$ cat config.mk
export PLATFORM = sky130hd
export DESIGN_NAME = ccip_avmm_mmio_bridge
export DESIGN_NICKNAME = d
export VERILOG_FILES = /design/src/rtl/ccip_avmm_mmio_bridge.sv
export SDC_FILE = /design/constraint.sdc
export NUM_CORES = 1
export LEC_CHECK = 0
export ABC_CLOCK_PERIOD_IN_PS = 8700
export BUFFER_PORTS_ARGS = -buffer_cell sky130_fd_sc_hd__buf_2
export CAP_MARGIN = 10
export CELL_PAD_IN_SITES_DETAIL_PLACEMENT = 0
export CELL_PAD_IN_SITES_GLOBAL_PLACEMENT = 1
export CORE_MARGIN = 2
export CORE_UTILIZATION = 30
export DETAILED_ROUTE_END_ITERATION = 12
export HOLD_SLACK_MARGIN = 0.03
export PLACE_DENSITY_LB_ADDON = 0.1
export SLEW_MARGIN = 20
export SYNTH_ARGS = -nofsm -noshare
export SYNTH_HDL_FRONTEND = slang
export SYNTH_SLANG_ARGS = --single-unit
$ cat constraint.sdc
create_clock -name clk -period 8.7 [get_ports clk]
set_clock_uncertainty 0.2 [all_clocks]
set_input_delay 0.87 -clock clk [delete_from_list [all_inputs] [get_ports clk]]
set_output_delay 0.87 -clock clk [all_outputs]
set_load 0.005 [all_outputs]
$ cat src/rtl/ccip_avmm_mmio_bridge.sv
`default_nettype none
// ============================================================================
// Module      : ccip_avmm_mmio_bridge
// Description : Buffers decoded CCI-P MMIO commands, issues them as Avalon-MM
//               master reads/writes with 32/64-bit lane steering, and returns
//               read data tagged with the originating CCI-P tid. Multiple reads
//               may be outstanding; responses return in request order.
// Option      : define CCIP_AVMM_MMIO_TIMEOUT_EN to enable the read timeout.
// Revision    : 1.0 - initial release
// ----------------------------------------------------------------------------
// Ports
//   clk, reset_n              clock, asynchronous active-low reset
//   cmd_valid/cmd_ready       command handshake (ready is registered)
//   cmd_is_read, cmd_is_32bit command type and access size
//   cmd_addr, cmd_wdata       byte address, write data (32-bit data in [31:0])
//   cmd_tid                   read transaction id
//   avm_*                     Avalon-MM master (address, read, write,
//                             writedata, byteenable, waitrequest, readdata,
//                             readdatavalid)
//   rsp_valid/rsp_tid/rsp_data read response pulse, no backpressure
//   rd_timeout                one-cycle pulse when a read is abandoned
// ============================================================================
module ccip_avmm_mmio_bridge #(
    parameter int ADDR_WIDTH     = 18,
    parameter int DATA_WIDTH     = 64,
    parameter int TID_WIDTH      = 9,
    parameter int CMD_DEPTH      = 8,
    parameter int MAX_RD_OUTST   = 4,
    parameter int TIMEOUT_CYCLES = 512
) (
    input  logic                    clk,
    input  logic                    reset_n,
    input  logic                    cmd_valid,
    output logic                    cmd_ready,
    input  logic                    cmd_is_read,
    input  logic                    cmd_is_32bit,
    input  logic [ADDR_WIDTH-1:0]   cmd_addr,
    input  logic [DATA_WIDTH-1:0]   cmd_wdata,
    input  logic [TID_WIDTH-1:0]    cmd_tid,
    output logic [ADDR_WIDTH-1:0]   avm_address,
    output logic                    avm_read,
    output logic                    avm_write,
    output logic [DATA_WIDTH-1:0]   avm_writedata,
    output logic [DATA_WIDTH/8-1:0] avm_byteenable,
    input  logic                    avm_waitrequest,
    input  logic [DATA_WIDTH-1:0]   avm_readdata,
    input  logic                    avm_readdatavalid,
    output logic                    rsp_valid,
    output logic [TID_WIDTH-1:0]    rsp_tid,
    output logic [DATA_WIDTH-1:0]   rsp_data,
    output logic                    rd_timeout
);

    generate
        if (DATA_WIDTH != 64) begin : g_bad_data_width
            $error("ccip_avmm_mmio_bridge: DATA_WIDTH must be 64");
        end
    endgenerate

    // ------------------------------------------------------------------
    // Command FIFO: {is_read, is_32bit, addr[ADDR_WIDTH-1:2], wdata, tid}
    // ------------------------------------------------------------------
    localparam int c_CMD_AW = $clog2(CMD_DEPTH);
    localparam int c_CMD_W  = 2 + (ADDR_WIDTH - 2) + DATA_WIDTH + TID_WIDTH;
    localparam logic [c_CMD_AW:0] c_CMD_FULL = (c_CMD_AW + 1)'(CMD_DEPTH);

    logic [c_CMD_W-1:0]    r_cmd_mem [CMD_DEPTH];
    logic [c_CMD_AW-1:0]   r_cmd_wr_ptr;
    logic [c_CMD_AW-1:0]   r_cmd_rd_ptr;
    logic [c_CMD_AW:0]     r_cmd_cnt;
    logic [c_CMD_AW:0]     w_cmd_cnt_nxt;
    logic                  r_cmd_ready;
    logic                  w_cmd_push;
    logic                  w_cmd_pop;
    logic                  w_h_valid;
    logic                  w_h_read;
    logic                  w_h_32;
    logic [ADDR_WIDTH-3:0] w_h_addr;
    logic [DATA_WIDTH-1:0] w_h_wdata;
    logic [TID_WIDTH-1:0]  w_h_tid;
    logic                  w_issue;
    logic                  w_unused_addr_lsbs;

    // Sub-word address bits carry no information for 32/64-bit accesses.
    assign w_unused_addr_lsbs = &{1'b0, cmd_addr[1:0]};

    assign cmd_ready  = r_cmd_ready;
    assign w_cmd_push = cmd_valid & r_cmd_ready;
    assign w_h_valid  = (r_cmd_cnt != '0);
    assign {w_h_read, w_h_32, w_h_addr, w_h_wdata, w_h_tid} = r_cmd_mem[r_cmd_rd_ptr];

    always_comb begin
        w_cmd_cnt_nxt = r_cmd_cnt;
        if (w_cmd_push && !w_cmd_pop) begin
            w_cmd_cnt_nxt = r_cmd_cnt + (c_CMD_AW + 1)'(1);
        end else if (!w_cmd_push && w_cmd_pop) begin
            w_cmd_cnt_nxt = r_cmd_cnt - (c_CMD_AW + 1)'(1);
        end
    end

    always_ff @(posedge clk) begin
        if (w_cmd_push) begin
            r_cmd_mem[r_cmd_wr_ptr] <= {cmd_is_read, cmd_is_32bit,
                                        cmd_addr[ADDR_WIDTH-1:2], cmd_wdata, cmd_tid};
        end
    end

    always_ff @(posedge clk or negedge reset_n) begin
        if (!reset_n) begin
            r_cmd_wr_ptr <= '0;
            r_cmd_rd_ptr <= '0;
            r_cmd_cnt    <= '0;
            r_cmd_ready  <= 1'b0;
        end else begin
            if (w_cmd_push) r_cmd_wr_ptr <= r_cmd_wr_ptr + c_CMD_AW'(1);
            if (w_cmd_pop)  r_cmd_rd_ptr <= r_cmd_rd_ptr + c_CMD_AW'(1);
            r_cmd_cnt   <= w_cmd_cnt_nxt;
            r_cmd_ready <= (w_cmd_cnt_nxt < c_CMD_FULL);
        end
    end

    // ------------------------------------------------------------------
    // Tracking FIFO for issued reads: {tid, is_32bit, addr[2]}
    // ------------------------------------------------------------------
    localparam int c_TRK_AW = (MAX_RD_OUTST > 1) ? $clog2(MAX_RD_OUTST) : 1;
    localparam int c_TRK_W  = TID_WIDTH + 2;
    localparam logic [c_TRK_AW:0]   c_TRK_FULL = (c_TRK_AW + 1)'(MAX_RD_OUTST);
    localparam logic [c_TRK_AW-1:0] c_TRK_LAST = c_TRK_AW'(MAX_RD_OUTST - 1);

    logic [c_TRK_W-1:0]   r_trk_mem [MAX_RD_OUTST];
    logic [c_TRK_AW-1:0]  r_trk_wr_ptr;
    logic [c_TRK_AW-1:0]  r_trk_rd_ptr;
    logic [c_TRK_AW:0]    r_trk_cnt;
    logic                 w_trk_push;
    logic                 w_trk_pop;
    logic                 w_trk_full;
    logic                 w_trk_nonempty;
    logic [TID_WIDTH-1:0] w_t_tid;
    logic                 w_t_32;
    logic                 w_t_addr2;
    logic [31:0]          w_lane;
    logic                 w_rdv_take;
    logic                 w_timeout;

    assign w_trk_full     = (r_trk_cnt == c_TRK_FULL);
    assign w_trk_nonempty = (r_trk_cnt != '0);
    assign w_trk_push     = avm_read & ~avm_waitrequest;
    assign w_trk_pop      = w_rdv_take | w_timeout;
    assign {w_t_tid, w_t_32, w_t_addr2} = r_trk_mem[r_trk_rd_ptr];
    assign w_lane = w_t_addr2 ? avm_readdata[DATA_WIDTH-1:32] : avm_readdata[31:0];

    always_ff @(posedge clk) begin
        if (w_trk_push) begin
            r_trk_mem[r_trk_wr_ptr] <= {w_h_tid, w_h_32, w_h_addr[0]};
        end
    end

    always_ff @(posedge clk or negedge reset_n) begin
        if (!reset_n) begin
            r_trk_wr_ptr <= '0;
            r_trk_rd_ptr <= '0;
            r_trk_cnt    <= '0;
        end else begin
            if (w_trk_push) begin
                r_trk_wr_ptr <= (r_trk_wr_ptr == c_TRK_LAST) ? '0 : r_trk_wr_ptr + c_TRK_AW'(1);
            end
            if (w_trk_pop) begin
                r_trk_rd_ptr <= (r_trk_rd_ptr == c_TRK_LAST) ? '0 : r_trk_rd_ptr + c_TRK_AW'(1);
            end
            if (w_trk_push && !w_trk_pop) begin
                r_trk_cnt <= r_trk_cnt + (c_TRK_AW + 1)'(1);
            end else if (!w_trk_push && w_trk_pop) begin
                r_trk_cnt <= r_trk_cnt - (c_TRK_AW + 1)'(1);
            end
        end
    end

    // ------------------------------------------------------------------
    // Avalon issue. Head entry is presented until accepted; reads wait for
    // tracking space, writes never wait. While a read is stalled the
    // tracking count can only fall, so avm_read cannot drop mid-stall.
    // ------------------------------------------------------------------
    assign avm_read    = w_h_valid & w_h_read & ~w_trk_full;
    assign avm_write   = w_h_valid & ~w_h_read;
    assign w_issue     = avm_read | avm_write;
    assign w_cmd_pop   = w_issue & ~avm_waitrequest;
    assign avm_address = w_issue ? {w_h_addr[ADDR_WIDTH-3:1], 3'b000} : '0;

    always_comb begin
        avm_byteenable = '0;
        avm_writedata  = '0;
        if (w_issue) begin
            if (w_h_32) avm_byteenable = w_h_addr[0] ? 8'hF0 : 8'h0F;
            else        avm_byteenable = 8'hFF;
        end
        if (avm_write) begin
            avm_writedata = w_h_32 ? {2{w_h_wdata[31:0]}} : w_h_wdata;
        end
    end

    // ------------------------------------------------------------------
    // Read timeout
    // ------------------------------------------------------------------
`ifdef CCIP_AVMM_MMIO_TIMEOUT_EN
    localparam int c_TO_W = (TIMEOUT_CYCLES > 1) ? $clog2(TIMEOUT_CYCLES) : 1;
    localparam logic [c_TO_W-1:0] c_TO_LAST = c_TO_W'(TIMEOUT_CYCLES - 1);

    logic [c_TO_W-1:0] r_to_cnt;
    logic [15:0]       r_drop_cnt;
    logic              r_rd_timeout;
    logic              w_drop;

    // Data for an abandoned read still arrives in order; it is absorbed
    // by the drop counter ahead of any live tracking entry.
    assign w_drop     = avm_readdatavalid & (r_drop_cnt != '0);
    assign w_rdv_take = avm_readdatavalid & ~w_drop & w_trk_nonempty;
    // Any readdatavalid in the expiry cycle defers the timeout.
    assign w_timeout  = w_trk_nonempty & ~avm_readdatavalid & (r_to_cnt == c_TO_LAST);
    assign rd_timeout = r_rd_timeout;

    always_ff @(posedge clk or negedge reset_n) begin
        if (!reset_n) begin
            r_to_cnt     <= '0;
            r_drop_cnt   <= '0;
            r_rd_timeout <= 1'b0;
        end else begin
            r_rd_timeout <= w_timeout;
            if (!w_trk_nonempty || w_trk_pop) begin
                r_to_cnt <= '0;
            end else if (r_to_cnt != c_TO_LAST) begin
                r_to_cnt <= r_to_cnt + c_TO_W'(1);
            end
            if (w_timeout && r_drop_cnt != 16'hFFFF) begin
                r_drop_cnt <= r_drop_cnt + 16'd1;
            end else if (w_drop) begin
                r_drop_cnt <= r_drop_cnt - 16'd1;
            end
        end
    end
`else
    localparam int c_unused_timeout = TIMEOUT_CYCLES;

    // Stray readdatavalid with nothing tracked is simply ignored.
    assign w_rdv_take = avm_readdatavalid & w_trk_nonempty;
    assign w_timeout  = 1'b0;
    assign rd_timeout = 1'b0;
`endif

    // ------------------------------------------------------------------
    // Response register
    // ------------------------------------------------------------------
    logic                  r_rsp_valid;
    logic [TID_WIDTH-1:0]  r_rsp_tid;
    logic [DATA_WIDTH-1:0] r_rsp_data;

    assign rsp_valid = r_rsp_valid;
    assign rsp_tid   = r_rsp_tid;
    assign rsp_data  = r_rsp_data;

    always_ff @(posedge clk or negedge reset_n) begin
        if (!reset_n) begin
            r_rsp_valid <= 1'b0;
            r_rsp_tid   <= '0;
            r_rsp_data  <= '0;
        end else begin
            r_rsp_valid <= w_trk_pop;
            if (w_rdv_take) begin
                r_rsp_tid  <= w_t_tid;
                r_rsp_data <= w_t_32 ? {2{w_lane}} : avm_readdata;
            end else if (w_timeout) begin
                r_rsp_tid  <= w_t_tid;
                r_rsp_data <= '1;
            end
        end
    end

endmodule
`default_nettype wire
### Word level (Yosys, flattened, before mapping)

Memories as Yosys holds them, arrays and structs flattened.
Index checks and enable logic that the tools add are counted.

* bits in latches: 0
* bits in writable memories: 772
* bits in read-only memories: 0
* memories: 2
* word-level logic and storage cells: 64
* register bits after elaboration: 92
* bits of input ports: 162

Memories
* r_cmd_mem: depth 8, width 91, rd ports 1, clocked after memory_dff 0, wr ports 1, RTL line 67 `logic [c_CMD_W-1:0] r_cmd_mem [CMD_DEPTH];`
* r_trk_mem: depth 4, width 11, rd ports 1, clocked after memory_dff 0, wr ports 1, RTL line 130 `logic [c_TRK_W-1:0] r_trk_mem [MAX_RD_OUTST];`

* mux-type cells: 18
* equal/unequal tests: 3
* div/mod/pow operators: 0
* reductions and logical operators: 11
* shifts and indexed selects: 0
* add/subtract/negate cells: 8
* $lt $le $gt $ge: 1
* multiply operators: 0
* bitwise operators: 11

Operators with widths (number)
* $mux 64: 3
* $mux 32: 1
* $mux 8: 3
* $mux 18: 1
* $add 3x1->3 const B: 3
* $mux 4: 2
* $and 1x1->1: 7
* $mux 3: 2
* $add 2x1->2 const B: 2
* $add 4x1->4 const B: 1
* $eq 2x2->1 const B: 2
* $logic_and 1x1->1: 4
* $logic_not 1->1: 4
* $lt 4x4->1 const B: 1
* $mux 1: 4
* $mux 2: 2
* $reduce_bool 4->1: 1
* $sub 4x1->4 const B: 1
* $eq 3x3->1 const B: 1
* $not 1->1: 3
* $reduce_bool 3->1: 1
* $sub 3x1->3 const B: 1
* $reduce_bool 2->1: 1
* $or 1x1->1: 1

### Depth between registers and ports, before layout

* depth after elaboration: 9
* gate-level depth with buffers: 11
* mapped depth without buffers: 11

### Worst setup path after synthesis

OpenSTA, ideal clock, no wires.

* path type: input to register
* start point: in cmd_valid
* end point: mem r_cmd_mem[0][0] (netlist name), enable pin
* path buffers: 0
* arrival time: 7.459 ns
* cell stages on the path: 3
* data required time: 7.848 ns
* setup time: 0.652 ns
* setup slack: 0.389 ns
* cells stage by stage: nand2_1 -> or2_2 -> nor3_1

* word-level cells in the longest chain between the ends: 3

RTL lines
* start: declaration: RTL line 33 `input logic cmd_valid,`
* $and 1x1->1: RTL line 88 `assign w_cmd_push = cmd_valid & r_cmd_ready;`
* $mux 1: RTL line 102 `if (w_cmd_push) begin`
* $mux 1 (implied by the code): RTL line 103 `r_cmd_mem[r_cmd_wr_ptr] <= {cmd_is_read, cmd_is_32bit,`
* end: declaration: RTL line 67

No other way between the ends.

### Final worst setup path

* start point: reg r_cmd_rd_ptr[1]
* end point: out avm_writedata[59]

* word-level cells in the longest chain between the ends: 4
* elaborated cells between the ends (all ways): 5

RTL lines
* start: declaration: RTL line 69 `logic [c_CMD_AW-1:0] r_cmd_rd_ptr;`
* start signal: assignment: RTL line 116 `if (w_cmd_pop) r_cmd_rd_ptr <= r_cmd_rd_ptr + c_CMD_AW'(1);`
* $mem_v2 8x91 *
* $not 1->1: RTL line 184 `assign avm_write = w_h_valid & ~w_h_read;`
* $and 1x1->1: RTL line 184
* $mux 64 *: RTL line 196 `if (avm_write) begin`
* end: declaration: RTL line 43 `output logic [DATA_WIDTH-1:0] avm_writedata,`

Mark *: on every way between the ends. The rest lies on a longest branch, timed or not.

==> results_dict.tcl <==
set metrics [dict create \
    status "completed" \
    required_ps 7630 \
    whs_path_depth 2 \
    antenna_found_initial 29 \
    cts_setup_buffers 0 \
    synth-main-ff-cell "edfxtp_1" \
    nNetsFinal 2228 \
    slew_viol_final 0 \
    dieWidth_microns 341.8 \
    via_per_inst 4.697 \
    post-dp-hpwl_microns 48440 \
    slew_headroom_pct 30.19 \
    area_growth_pct 18.92 \
    critPathCaptureType "primary output" \
    regToRegStartpoint "r_cmd_rd_ptr[2]$_DFFE_PN0P_" \
    tightest_slew_ps 1047 \
    post_drt_wl_per_cell_microns 23.61 \
    hold_buffers 1 \
    path_clk_slew_ps 60 \
    synth_cell_type_count 41 \
    row_count 123 \
    rrSetupSlack_ps 4850 \
    fmax_mhz 178.8 \
    syn_area_sq_mm 0.03423 \
    crit_type "flop to primary output" \
    setup_violations 0 \
    io_pins 330 \
    syn_avg_cell_area_sq_um 20.22 \
    rsz0062_at_grt "false" \
    final_layout_size_suffix_gt1_share_pct 36.09 \
    synthTopCellsByArea "edfxtp_1, mux4_2, dfrtp_1" \
    finalCriticalPeriod_ps 5593 \
    switchingPower_mw 4.749 \
    hold_viol_final 0 \
    power_frac_comb_pct 33.4 \
    gr-usage-all-layers_pct 14.72 \
    p_leak_nw 14.26 \
    worst-endpoint-arrival_ps 4520 \
    hold_ws_ps 268.6 \
    crit_path_max_fanout 46 \
    cp-start-kind "flop" \
    yosysTopAreaCell "edfxtp_1" \
    syn_inst 1693 \
    dieArea_sq_mm 0.1168 \
    holdCritStartpoint "rsp_tid[8]$_DFFE_PN0P_" \
    drt_iter0_drc 822 \
    cts_inserted_buffers 99 \
    vias 17050 \
    htree_levels 3 \
    start_util_pct 30.34 \
    synth-seq-area-share_pct 74.45 \
    vdd_drop_max_v 0.0001560 \
    core_sq_mm 0.1128 \
    ant_nets 0 \
    r2r_cells 10 \
    min_to "rsp_tid[8]$_DFFE_PN0P_" \
    p_sw_share_pct 32.79 \
    cts-resized-gates 0 \
    synth-edff-count 772 \
    fill_cells 10650 \
    intPower_mw 9.733 \
    root_buffer "clkbuf_16" \
    min_period_over_period_pct 64.28 \
    p_clk_share_pct 27.4 \
    ys_seq_elements 864 \
    p_per_area_mw_per_mm2 355.8 \
    overflow 0 \
    min_path_type "flop to flop" \
    drv_cap 0 \
    cts_tree "done" \
    final_util_pct 36.09 \
    insertion_delay_ps 660 \
    routed_wl_microns 85720 \
    grt_max_degree 94 \
    ys_warn_count 0 \
    cts_sinks 864 \
    grt_pass1_wl_microns 126000 \
    drc 0 \
    grt_pass1_vias 18520 \
    gp_congestion 0.7484 \
    fin_setup_tns_ps 0 \
    portBuffers 323 \
    die_y_microns 341.8 \
    async_reset_ff_share_pct 10.65 \
    drt_pre_antenna_iters 4 \
    clk_path_buf_depth 3 \
    yosysTopAreaCellShare_pct 67.72 \
    seqPwrFrac_pct 39.2 \
]
## critical path, stage by stage, from the launching register on
cell and delay [ps]:
dfrtp_4 620, buf_4 730, buf_4 800, mux4_2 590, mux2i_1 680, a211oi_2 150, buf_2 190
## layer usage
metal | up-vias | wire, microns | share of wire, % | track usage, %
met3 | 152 | 4932 | 5.8 | 3.850
li1 | 7554 | - | - | -
met4 | 36 | 1652 | 1.9 | 3.901
met2 | 407 | 41970 | 49 | 24.90
met5 | - | 218 | 0.25 | 0
met1 | 8901 | 36940 | 43 | 18.70
## metrics by stage
| stage | setup slack [ps] | total power [mW] | cells | area, sq um |
|---|---|---|---|---|
| final | 3107 | 14.48 | 3630 | 40710 |
| after global routing | 2816 | 15.39 | 3628 | 40700 |
| after CTS | 2878 | 14.85 | 3627 | 40670 |
| after detailed placement | 3649 | 10.79 | 3449 | 37580 |
| after global placement | 3622 | 10.74 | 3447 | 37520 |
| after floorplan | 389.3 | 8.959 | 1696 | 34240 |
## cells in the mapped netlist, types with 4 or more instances
cell type,instances
mux2_2,15
ha_1,13
a21oi_1,4
nand2_1,104
inv_1,10
nor3_1,4
buf_1,4
buf_6,8
o21ai_1,63
mux4_2,191
buf_2,47
a211oi_1,12
a211oi_2,53
o31ai_1,4
and2_1,5
clkbuf_1,21
nand2b_1,5
edfxtp_1,772
nor2_1,63
buf_4,25
mux2i_1,113
dfrtp_1,92
nor2b_1,35
## layout by cell type, fill, tap and decap left out, drive strengths merged, types with 63 or more instances in the layout
cell,netlist,layout
a211oi,65,65
dfrtp,92,92
nor2,63,63
clkbuf,21,123
nand2,104,104
o21ai,65,65
edfxtp,772,772
mux4,191,191
buf,84,359
mux2i,113,113
## final cells by class
class                           instances  area [sq um]  share of cell area [%]
Clock inverter                         54         485.5                   1.193
Tap cell                             1500          1877                   4.611
Clock buffer                          123          2599                   6.384
Sequential cell                       864         25500                   62.63
Multi-Input combinational cell        717          8210                   20.17
Antenna cell                            2         5.005                 0.01229
Timing Repair Buffer                  360          1997                   4.906
Inverter                               10         37.54                 0.09221
## power groups by stage
stage / Sequential [mW] / Clock (mW) / Combinational (mW)
6_report: 5.68 / 3.97 / 4.83
4_1_cts: 5.70 / 4.12 / 5.02
3_5_place_dp: 5.79 / 0 / 5.01
5_1_grt: 5.77 / 4.29 / 5.33
2_1_floorplan: 5.66 / 0 / 3.29
3_3_place_gp: 5.75 / 0 / 4.99
## kinds of logic (layout without fill, tap and decap cells)
family	count (synthesis)	in the layout	share of synthesized area, %
AO/OA/AOI/OAI	146	146	3.538
XOR/XNOR	6	6	0.1535
adder cells (fa/ha/maj)	14	14	0.5337
buffers and inverters	115	547	1.882
flip-flops	864	864	74.45
multiplexers	323	323	16.51
other	1	6	0.01096
AND/OR/NAND/NOR	224	224	2.924
## registers in the layout, summed over array words and instances, names as in the netlist, named ones only
name / flops
r_cmd_mem: 728
rsp_data: 64
r_trk_mem: 44
rsp_tid: 9
r_cmd_cnt: 3
r_cmd_rd_ptr: 3
r_cmd_wr_ptr: 3
r_trk_cnt: 3
r_trk_rd_ptr: 2
r_trk_wr_ptr: 2
cmd_ready: 1
rsp_valid: 1
## worst max-delay path by stage
stage | startpoint | endpoint | depth (start not counted)
2_1_floorplan | cmd_valid | r_cmd_mem[0][0]$_DFFE_PP_ | 3
3_3_place_gp | r_cmd_rd_ptr[2]$_DFFE_PN0P_ | avm_writedata[49] | 7
3_5_place_dp | r_cmd_rd_ptr[2]$_DFFE_PN0P_ | avm_writedata[1] | 7
4_1_cts | r_cmd_rd_ptr[2]$_DFFE_PN0P_ | avm_writedata[1] | 7
5_1_grt | r_cmd_rd_ptr[2]$_DFFE_PN0P_ | avm_writedata[49] | 7
6_report | r_cmd_rd_ptr[1]$_DFFE_PN0P_ | avm_writedata[59] | 6
No activity file was read; power rests on OpenSTA's default activity.
